**src/rtl/prog1_pkg.sv**
```systemverilog
// Shared constants, FSM state type and the SECDED encoder for the program-1 engine.
package prog1_pkg;

    localparam int         NUM_MSGS  = 15;
    localparam logic [7:0] IN_BASE   = 8'd0;
    localparam logic [7:0] OUT_BASE  = 8'd30;
    localparam int         MEM_DEPTH = 256;

    typedef enum logic [2:0] {
        IDLE  = 3'd0,
        RD_LO = 3'd1,
        RD_HI = 3'd2,
        WR_LO = 3'd3,
        WR_HI = 3'd4,
        DONE  = 3'd5
    } state_t;

    // Bit i of d is data bit di; W places parity at positions 8,4,2,1 and overall parity at 0.
    function automatic logic [15:0] hamming_encode(input logic [11:1] d);
        logic p8, p4, p2, p1, p0;
        p8 = ^d[11:5];
        p4 = (^d[11:8]) ^ (^d[4:2]);
        p2 = d[11] ^ d[10] ^ d[7] ^ d[6] ^ d[4] ^ d[3] ^ d[1];
        p1 = d[11] ^ d[9] ^ d[7] ^ d[5] ^ d[4] ^ d[2] ^ d[1];
        p0 = (^d) ^ p8 ^ p4 ^ p2 ^ p1;
        return {d[11:5], p8, d[4:2], p4, d[1], p2, p1, p0};
    endfunction

endpackage

```
**src/rtl/data_mem.sv**
```systemverilog
// Byte-wide data memory: combinational read, synchronous single-port write, no reset.
module data_mem
    import prog1_pkg::*;
(
    input  logic       clk,
    input  logic       wr_en,
    input  logic [7:0] addr,
    input  logic [7:0] wr_data,
    output logic [7:0] rd_data
);

    logic [7:0] core [0:MEM_DEPTH-1];

    assign rd_data = core[addr];

    always_ff @(posedge clk) begin
        if (wr_en) begin
            core[addr] <= wr_data;
        end
    end

endmodule

```
**src/rtl/top_level.sv**
```systemverilog
// Program-1 engine: SECDED-encodes 15 messages from dm1 bytes 0..29 into bytes 30..59.
// Define PROG1_TRACE_EN to print each encoded word in simulation.
module top_level
    import prog1_pkg::*;
#(
    parameter int progID = 1
) (
    input  logic clk,
    input  logic reset,
    output logic done
);

    state_t     state_q, state_d;
    logic [3:0] idx_q, idx_d;
    logic [7:0] lo_q, lo_d;
    logic [7:0] hi_q, hi_d;
    logic       done_q, done_d;

    logic       mem_we;
    logic [7:0] mem_addr;
    logic [7:0] mem_wdata;
    logic [7:0] mem_rdata;
    logic [7:0] pair_off;
    logic [15:0] word;

    data_mem dm1 (
        .clk     (clk),
        .wr_en   (mem_we),
        .addr    (mem_addr),
        .wr_data (mem_wdata),
        .rd_data (mem_rdata)
    );

    assign pair_off = {3'b000, idx_q, 1'b0};
    // Only bits [2:0] of the high input byte carry data.
    assign word     = hamming_encode({hi_q[2:0], lo_q});

    always_comb begin
        state_d   = state_q;
        idx_d     = idx_q;
        lo_d      = lo_q;
        hi_d      = hi_q;
        mem_we    = 1'b0;
        mem_addr  = IN_BASE + pair_off;
        mem_wdata = 8'h00;
        case (state_q)
            IDLE: begin
                idx_d   = 4'd0;
                state_d = (progID == 1) ? RD_LO : DONE;
            end
            RD_LO: begin
                mem_addr = IN_BASE + pair_off;
                lo_d     = mem_rdata;
                state_d  = RD_HI;
            end
            RD_HI: begin
                mem_addr = IN_BASE + pair_off + 8'd1;
                hi_d     = mem_rdata;
                state_d  = WR_LO;
            end
            WR_LO: begin
                mem_addr  = OUT_BASE + pair_off;
                mem_we    = 1'b1;
                mem_wdata = word[7:0];
                state_d   = WR_HI;
            end
            WR_HI: begin
                mem_addr  = OUT_BASE + pair_off + 8'd1;
                mem_we    = 1'b1;
                mem_wdata = word[15:8];
                if (idx_q == 4'(NUM_MSGS - 1)) begin
                    state_d = DONE;
                end else begin
                    idx_d   = idx_q + 4'd1;
                    state_d = RD_LO;
                end
            end
            DONE: begin
                state_d = DONE;
            end
            default: begin
                state_d = IDLE;
            end
        endcase
        done_d = (state_d == DONE);
    end

    always_ff @(posedge clk or negedge reset) begin
        if (!reset) begin
            state_q <= IDLE;
            idx_q   <= 4'd0;
            lo_q    <= 8'h00;
            hi_q    <= 8'h00;
            done_q  <= 1'b0;
        end else begin
            state_q <= state_d;
            idx_q   <= idx_d;
            lo_q    <= lo_d;
            hi_q    <= hi_d;
            done_q  <= done_d;
        end
    end

    assign done = done_q;

`ifdef PROG1_TRACE_EN
    always @(posedge clk) begin
        if (reset && state_q == WR_HI) begin
            $display("prog1 msg %0d d=%b W=%b", idx_q, {hi_q[2:0], lo_q}, word);
        end
    end
`else
`endif

endmodule

```
**config.mk**
```make
export PLATFORM = sky130hd
export DESIGN_NAME = top_level
export DESIGN_NICKNAME = d
export VERILOG_FILES = /design/src/rtl/prog1_pkg.sv /design/src/rtl/data_mem.sv /design/src/rtl/top_level.sv
export SDC_FILE = /design/constraint.sdc
export NUM_CORES = 1
export LEC_CHECK = 0
export ABC_AREA = 1
export CORE_AREA = 2 2 39 41
export CTS_CLUSTER_DIAMETER = 120
export CTS_CLUSTER_SIZE = 16
export DETAILED_ROUTE_END_ITERATION = 12
export DIE_AREA = 0 0 41 43
export GPL_ROUTABILITY_DRIVEN = 0
export PLACE_DENSITY_LB_ADDON = 0.25
export SYNTH_ARGS = -nofsm -noshare
export SYNTH_HDL_FRONTEND = slang
export SYNTH_SLANG_ARGS = --single-unit
```
**constraint.sdc**
```tcl
create_clock -name clk -period 1.6 [get_ports clk]
set_clock_uncertainty 0.15 [all_clocks]
set_input_delay 0.24 -clock clk [delete_from_list [all_inputs] [get_ports clk]]
set_output_delay 0.24 -clock clk [all_outputs]
set_load 0.005 [all_outputs]
```
==> flow_metrics.env, run 1 <==
export IMPL_die_width_um=41
export IMPL_grt_pass1_wl_um=1173
export IMPL_grt_remaining_overflow=0
export IMPL_drc_errors=0
export IMPL_critPathMaxStageDelay_ps=490
export IMPL_cts_tree="built"
export IMPL_synth_seq_area_share_pct=51.61
export IMPL_antenna_left=0
export IMPL_crit_path_start="done"
export IMPL_die_area_um2=1763
export IMPL_postCtsSetupBuffers=0
export IMPL_drive_gt1_share_pct=17.65
export IMPL_final_min_clock_period_ps=1435
export IMPL_worst_r2r_cell_count=8
export IMPL_critPathRequiredTime_ps=1210
export IMPL_fmax_mhz=696.9
export IMPL_synth_flop_cell="dfrtp_1"
export IMPL_area_growth_pct=16.45
export IMPL_initial_utilization_pct=28.03
export IMPL_setup_violations=0
export IMPL_ios=3
export IMPL_dp_cells=64
export IMPL_cts_made_buffers=3
export IMPL_r2r_start="idx_q[0]"
export IMPL_syn_area_um2=387.9
export IMPL_power_density_nw_per_um2=789.0
export IMPL_cp_buffers_inverters=1
export IMPL_crit_type="reg2out"
export IMPL_grt_start_max_net_pins=9
export IMPL_layout_commonest_cell="nand2_1"
export IMPL_drv_cap=0
export IMPL_avgSynthCellArea_um2=8.432
export IMPL_wirelength_um=620
export IMPL_final_cell_mix="nand2_1 (12), dfrtp_1 (7), inv_1 (6), a21oi_1 (3), clkbuf_4 (3)"
export IMPL_grt_pass1_vias=265
export IMPL_hold_viol=0
export IMPL_ys_types=15
export IMPL_root_buffer="clkbuf_4"
export IMPL_reg2reg_slack_ps=220
export IMPL_worstMarginPinSlew_ps=352.8
export IMPL_p_leak_nw=0.2071
export IMPL_tns_ps=0
export IMPL_route_vias_total=298
export IMPL_hold_path_class="in2async"
export IMPL_fin_ws_ps=165.0
export IMPL_via_per_inst=4.448
export IMPL_cp_cell_sequence="clkdlybuf4s50_1"
export IMPL_htree_levels=1
export IMPL_crit_path_top_delay_cell="clkdlybuf4s50_1"
export IMPL_clk_path_buf_depth=2
export IMPL_startpoint_type="flip-flop"
export IMPL_fin_crit_sh_pct=89.69
export IMPL_num_rows=14
export IMPL_rsz0062_at_grt="no"
export IMPL_slew_viol_final=0
export IMPL_ys_ff_latch=8
export IMPL_synthArstFlopShare_pct=100.0
export IMPL_nNetsFinal=57
export IMPL_crit_arrival_ps=1050
export IMPL_hpwl_um=466.7
export IMPL_cts_sinks=8
export IMPL_track_usage_pct=10.55
export IMPL_instances_no_fill=67
export IMPL_dp_worst_setup_slack_ps=182.3
export IMPL_syn_nets=50
export IMPL_drt_wirelength_per_cell_um=9.254
export IMPL_port_buffers=2
export IMPL_core_area_um2=1384
export IMPL_cts_reportedPaths_clkPinSlew_ps=50
export IMPL_path_delay_family="buffers and inverters"
export IMPL_synthCells=46
export IMPL_irDropWorstVdd_uv=368.0
export IMPL_antenna_found_initial=0
export IMPL_relSlewSlack_pct=76.40
export IMPL_path_max_fanout=1
export IMPL_clkLatencyLatePin_ps=240
export IMPL_drt_initial_drc_count=3
export IMPL_status="complete, no violations"
export IMPL_die_h_um=43
export IMPL_yosys_warnings=0
export IMPL_synth_edf_count=0
export IMPL_first_pass_iters=4
export IMPL_r2r_end="idx_q[1]"
export IMPL_n_antenna_cell=0
export IMPL_cp_end_kind="output port"
==> worst max-delay path by stage <==
stage                to  slack, ps  cells after the start
3_5_place_dp   idx_q[0]        180                      8
4_1_cts            done        150                      1
2_1_floorplan  idx_q[0]        310                      8
5_1_grt        idx_q[1]         60                      7
6_report           done        160                      1
3_3_place_gp   idx_q[1]        210                      8
==> cells by family after synthesis <==
| group | Yosys count | share of synthesized area [%] |
|---|---|---|
| DFF | 8 | 51.61 |
| and+or+nand+nor | 23 | 27.42 |
| AOI/OAI and AO/OA | 6 | 7.740 |
| adders and majority gates | 2 | 6.451 |
| buffers and inverters | 7 | 6.773 |
==> cell usage after synthesis (2+ instances only) <==
| cell | instances | area (µm²) |
|---|---|---|
| nand2_1 | 12 | 45.04 |
| dfrtp_1 | 8 | 200.2 |
| inv_1 | 6 | 22.52 |
| a21oi_1 | 3 | 15.01 |
| ha_1 | 2 | 25.02 |
| nand3_1 | 2 | 10.01 |
| nand4_1 | 2 | 12.51 |
| nor2_1 | 2 | 7.510 |
| nor2_2 | 2 | 12.51 |
| o21ai_0 | 2 | 10.01 |
==> repair_timing <==
action / CTS / global route
hold buffers: 0 / 0
setup endpoints to repair: 0 / 1
gates resized for setup: 0 / 1
==> flip-flops by register name (all words and copies together), names as in the netlist <==
register,flops
idx_q,4
state_q,3
done,1
==> per-stage QoR <==
step                      instance area, µm²  hold slack (ps)  util (%)  power (mW)
after floorplan                        387.9           -205.6         -      0.2061
after global placement                 427.9            328.2     30.92      0.2125
after detailed placement               427.9            317.5     30.92      0.2123
after CTS                              450.4            131.4     32.55      0.3650
after global routing                   451.7            147.8     32.64      0.3719
final                                  451.7            118.1     32.64      0.3564
==> power breakdown <==
group | internal (mW) | switching [mW]
clock | 0.0854 | 0.0626
combinational | 0.00216 | 0.00366
sequential | 0.203 | 0
total | 0.290 | 0.0663
==> layer usage <==
metal | wire length [µm] | up-vias | global-route usage, % | share of wire, %
met3 | 34 | 2 | 3.665 | 5.5
met1 | 311 | 137 | 14.62 | 50
met5 | 0 | - | 0 | 0
li1 | - | 156 | - | -
met2 | 259 | 3 | 11.88 | 42
met4 | 14 | 0 | 10.00 | 2.3
==> final cells by class <==
cell class,count,area [µm²]
fill,145,932.1
sequential,8,201.4
multi-input combinational,31,161.4
inverter,7,26.28
clock buffer,3,22.52
timing repair buffer,2,20.02
tap,16,20.02
Note: power is estimated with default switching activity, not from simulation.
==> inputs of run 2 (changes only) <==
CAP_MARGIN = 20   (was not set)
==> results of run 2 <==
The final DEF is identical to that of run 1; final timing and power are the same.
